[config.mk]
export PLATFORM = sky130hd
export DESIGN_NAME = fp_sum_initiator
export DESIGN_NICKNAME = d
export VERILOG_FILES = /design/src/rtl/fp_sum_initiator.sv
export SDC_FILE = /design/constraint.sdc
export NUM_CORES = 1
export LEC_CHECK = 0
export CAP_MARGIN = 30
export CORE_UTILIZATION = 35
export CTS_CLUSTER_DIAMETER = 80
export CTS_CLUSTER_SIZE = 10
export DETAILED_ROUTE_END_ITERATION = 8
export SLEW_MARGIN = 25
export SYNTH_ARGS = -nofsm -noshare
export SYNTH_HDL_FRONTEND = slang
export SYNTH_SLANG_ARGS = --single-unit
[constraint.sdc]
create_clock -name clk -period 5.1 [get_ports clk]
set_input_delay 0.51 -clock clk [delete_from_list [all_inputs] [get_ports clk]]
set_output_delay 0.51 -clock clk [all_outputs]
set_load 0.02 [all_outputs]
[src/rtl/fp_sum_initiator.sv]
// Serial FP32 reduction initiator: pulls N terms and drives an external adder
// through the a/b/z stb/ack handshake so that acc = acc + term, reporting the final sum.
module fp_sum_initiator #(
   parameter int COUNT_W = 8
) (
   input  logic               clk,
   input  logic               reset,
   input  logic               start,
   input  logic [COUNT_W-1:0] count,
   output logic               busy,
   input  logic [31:0]        term_data,
   input  logic               term_valid,
   output logic               term_ready,
   output logic [31:0]        a_out,
   output logic               a_stb,
   input  logic               a_ack,
   output logic [31:0]        b_out,
   output logic               b_stb,
   input  logic               b_ack,
   input  logic [31:0]        z_in,
   input  logic               z_stb,
   output logic               z_ack,
   output logic [31:0]        sum,
   output logic               done
);

   typedef enum logic [2:0] {IDLE, FETCH0, FETCH, SEND, WAIT_Z} state_t;

   state_t             state, state_nxt;
   logic [COUNT_W-1:0] n_reg, n_nxt;
   logic [COUNT_W-1:0] cnt, cnt_nxt, cnt_inc;
   logic [31:0]        acc, acc_nxt;
   logic [31:0]        a_out_nxt, b_out_nxt, sum_nxt;
   logic               term_ready_nxt, a_stb_nxt, b_stb_nxt, z_ack_nxt, done_nxt;
   logic               term_xfer, z_xfer;

   assign busy      = (state != IDLE);
   assign cnt_inc   = cnt + 1'b1;
   assign term_xfer = term_valid && term_ready;
   assign z_xfer    = z_stb && z_ack;

   always_ff @(posedge clk) begin
      if (reset) begin
         state      <= IDLE;
         n_reg      <= '0;
         cnt        <= '0;
         acc        <= '0;
         term_ready <= 1'b0;
         a_stb      <= 1'b0;
         b_stb      <= 1'b0;
         z_ack      <= 1'b0;
         done       <= 1'b0;
         a_out      <= '0;
         b_out      <= '0;
         sum        <= '0;
      end else begin
         state      <= state_nxt;
         n_reg      <= n_nxt;
         cnt        <= cnt_nxt;
         acc        <= acc_nxt;
         term_ready <= term_ready_nxt;
         a_stb      <= a_stb_nxt;
         b_stb      <= b_stb_nxt;
         z_ack      <= z_ack_nxt;
         done       <= done_nxt;
         a_out      <= a_out_nxt;
         b_out      <= b_out_nxt;
         sum        <= sum_nxt;
      end
   end

   always_comb begin
      state_nxt      = state;
      n_nxt          = n_reg;
      cnt_nxt        = cnt;
      acc_nxt        = acc;
      term_ready_nxt = term_ready;
      a_stb_nxt      = a_stb;
      b_stb_nxt      = b_stb;
      z_ack_nxt      = z_ack;
      done_nxt       = 1'b0;
      a_out_nxt      = a_out;
      b_out_nxt      = b_out;
      sum_nxt        = sum;
      case (state)
         IDLE: begin
            if (start) begin
               if (count == '0) begin
                  sum_nxt  = '0;
                  done_nxt = 1'b1;
               end else begin
                  n_nxt          = count;
                  cnt_nxt        = '0;
                  term_ready_nxt = 1'b1;
                  state_nxt      = FETCH0;
               end
            end
         end
         // First term seeds the accumulator directly; no adder pass needed.
         FETCH0: begin
            if (term_xfer) begin
               acc_nxt = term_data;
               cnt_nxt = COUNT_W'(1);
               if (n_reg == COUNT_W'(1)) begin
                  sum_nxt        = term_data;
                  done_nxt       = 1'b1;
                  term_ready_nxt = 1'b0;
                  state_nxt      = IDLE;
               end else begin
                  state_nxt = FETCH;
               end
            end
         end
         FETCH: begin
            if (term_xfer) begin
               a_out_nxt      = acc;
               b_out_nxt      = term_data;
               term_ready_nxt = 1'b0;
               a_stb_nxt      = 1'b1;
               b_stb_nxt      = 1'b1;
               state_nxt      = SEND;
            end
         end
         // Operand acks are independent; leave only once both have landed.
         SEND: begin
            if (a_stb && a_ack) a_stb_nxt = 1'b0;
            if (b_stb && b_ack) b_stb_nxt = 1'b0;
            if (!a_stb_nxt && !b_stb_nxt) begin
               z_ack_nxt = 1'b1;
               state_nxt = WAIT_Z;
            end
         end
         WAIT_Z: begin
            if (z_xfer) begin
               acc_nxt   = z_in;
               cnt_nxt   = cnt_inc;
               z_ack_nxt = 1'b0;
               if (cnt_inc == n_reg) begin
                  sum_nxt   = z_in;
                  done_nxt  = 1'b1;
                  state_nxt = IDLE;
               end else begin
                  term_ready_nxt = 1'b1;
                  state_nxt      = FETCH;
               end
            end
         end
         default: state_nxt = IDLE;
      endcase
   end

endmodule

==> impl_results.md <==
- Adder-Cell Fraction of Synth Area: 0.00182
- Simple-Gate Fraction of Synth Area: 0.224
- Setup_tns: 0 ns
- Die X: 142 um
- Max Root-Sink Buffers: 2
- Core area: 19000 um^2
- Post-synthesis cell area: 6870 um^2
- RR Startpoint: state[2]$_SDFFE_PP0P_
- H-tree levels: 4
- Crit path DAT: 3.37 ns
- Num CTS Buffers: 17
- Flop-to-flop setup slack: 2.05 ns
- Final number of hold-violating endpoints: 0
- Setup WS post-layout: 2.05 ns
- Syn. warnings: 0
- Row cnt: 50
- Crit path kind: reg2reg
- Hold Path End: a_out[27]$_SDFFE_PP0P_
- Gp weighted congestion: 0.786
- Remaining DRCs: 0
- Fin. max-slew vios: 0
- Placed insts: 1249
- Multi-input logic area: 3490 um^2
- Overflow after GRT: 0
- Power after layout: 4410 uW
- Slew Limit Headroom: 0.407
- Main flop type after synthesis: dfxtp_1
- CTS tree: done
- Clock Skew: 0.0126 ns
- Routed wire length: 22.0 mm
- Synth cell types: 58
- Non-filler instance count after layout: 1282
- Vias per inst: 5.20
- Max Fclk: 328 MHz
- ANT nets after route: 0
- Setup Fix Bufs, Post-CTS: 0
- Max cap viols: 0
- Post-DP HPWL: 13.8 mm
- ANT cells: 0
- Slew @ Worst Pin: 0.886 ns
- Main combinational cell family by area after synthesis: compound AO/OA/AOI/OAI gates
- Final setup viols: 0
- Syn Area/Cell: 7.91 um^2
- Sink Count: 152
- Min-Delay Path Class: reg2reg
- PwrDens: 462 nW/um^2
- Area growth syn-to-layout: 38.9%
- CTS root buf: clkbuf_16
- I/O pins: 181
- Top cell type's share of synthesized area: 0.443
- VDD IR max: 0.237 mV
- Number of flops mapped to enable cells by yosys: 0
- Tot GR Track Use: 0.218
- Reg-to-Reg End: sum[6]$_SDFFE_PP0P_
- Run status: completed
- Hold path depth: 2
- Final worst-path cycle share: 0.598
- Worst Reg-to-Reg Cells: 6
- Die height: 142 um
- Async SR Flop Fraction: 0
- Synth top area cells: dfxtp_1, nand2_1, nor2_1, a21oi_1, a211oi_1
- Post-CTS sizing: 0
- Syn nets: 949
- Post-CTS Hold Buffers: 0
- Initial antenna violation count: 0
- Crit start category: register
- Layout Nets: 1090
- Vias in the first global route: 6221
- Via count: 6667
- First-pass GRT wire length: 34.4 mm
- Wire per inst: 17.2 um
- Cells after Synth: 869
- Full die area: 20200 um^2
- Starting density of the core: 0.363
- Register area: 3040 um^2
- Latest clock arrival within the worst-skew pair: 0.42 ns
- Compound-cell area share of the yosys netlist: 0.252
- Clk slew on worst S/H paths: 0.06 ns
- Crit Path Max Fanout: 32
- Synth area leader: dfxtp_1
- Port Buffers: 180
- Setup WS pre-CTS: 1.74 ns
- FILL cells: 1857
- Layout cells sized above 1: 0.0822
- Worst hold path startpoint: acc[27]$_SDFFE_PP0P_
- Post-synthesis mux area share: 0.0146
- FF+latch count, synth: 152
- Min Tclk post-route: 3.05 ns
- RSZ-0062 raised after global routing: no
- Register area share after synthesis: 0.443
- Largest net degree at the start of global routing: 67
- Worst setup EP type: register
- Leakage power: 0.00320 uW
- CP required: 5.43 ns
- Xor/xnor share of the synthesized area: 0.0102
- Starting DRC count in detailed routing: 433
- First-pass DRT Iterations: 6
-- area by class of cell --
cell class                      count  area share
Sequential cell                   152       0.319
Inverter                            7     0.00275
Tap cell                          260      0.0341
Clock buffer                       17      0.0446
Multi-Input combinational cell    637       0.366
Timing Repair Buffer              195       0.208
Clock inverter                     14      0.0257
-- cells by family after synthesis --
| group | Yosys count |
|---|---|
| xor+xnor | 8 |
| compound gates | 250 |
| mux | 10 |
| fa+ha+maj | 1 |
| simple gates | 368 |
| flops | 152 |
| buf+inv | 80 |
-- cell usage in the layout (no fill, tap or decap), types with 3 or more instances in the layout --
cell type,n
o21ai_0,41
o211ai_1,6
nor2b_1,3
nand2_1,201
a21oi_1,77
o21ai_1,3
a22oi_1,3
mux2i_1,10
buf_4,10
clkinv_4,3
nand3_1,6
inv_1,5
a211oi_2,15
bufinv_16,6
a31oi_1,3
clkdlybuf4s50_1,179
nor4_1,3
a211oi_1,51
or3_1,5
dfxtp_1,152
a311oi_1,32
clkbuf_16,17
xnor2_1,6
nand2b_1,4
nor3_1,5
nor2_1,120
inv_6,3
-- where the power goes --
part | internal, uW | total, uW | switching (uW)
registers | 1310 | 1440 | 129
clock network | 922 | 1450 | 530
logic | 589 | 1510 | 926
total | 2820 | 4410 | 1590
-- Yosys cell counts (3+ instances only) --
library cell and count:
nand2_1 203, nor2b_1 3, buf_2 15, a21oi_1 77, nor3_1 5, o21ai_0 41
xnor2_1 6, a22oi_1 3, nand3_1 6, clkbuf_1 40, dfxtp_1 152, a311oi_1 32
o211ai_1 6, o21ai_1 3, mux2i_1 10, buf_6 6, or3_1 5, buf_4 4
a31oi_1 3, a211oi_1 51, nor4_1 3, inv_1 5, a211oi_2 15, nand2b_1 4
buf_1 8, nor2_1 121
-- per-stage QoR --
step                 util  area [um^2]  hold WS (ns)
floorplan               -         6870         0.432
global placement    0.463         8770         0.439
detailed placement  0.465         8820         0.444
CTS                 0.501         9490         0.454
global route        0.504         9550         0.466
finish              0.504         9550         0.449
-- worst max-delay path, cell delays in order (launching register included) --
cell      delay [ns]
dfxtp_1         0.73
or3_1           0.49
buf_4           0.41
o21ai_0         0.22
nor2_4          0.71
a211oi_1        0.11
a211oi_1        0.27
-- worst max path at each step --
stage / start / end / slack (ns)
floorplan: cnt[1]$_SDFFE_PP0P_ / sum[13]$_SDFFE_PP0P_ / 2.96
global placement: count[3] / sum[9]$_SDFFE_PP0P_ / 1.82
detailed placement: count[3] / sum[1]$_SDFFE_PP0P_ / 1.74
CTS: state[1]$_SDFFE_PP0P_ / sum[6]$_SDFFE_PP0P_ / 1.93
global route: state[2]$_SDFFE_PP0P_ / sum[16]$_SDFFE_PP0P_ / 1.84
finish: state[2]$_SDFFE_PP0P_ / sum[6]$_SDFFE_PP0P_ / 2.05
-- metal layers --
metal	GRT usage	vias to the layer above	wire (um)
met4	0.0645	0	283
met1	0.281	3148	9950
met2	0.349	181	10200
met3	0.0686	24	1580
met5	0	-	0
li1	-	3314	-
(Power assumes the default switching activity.)
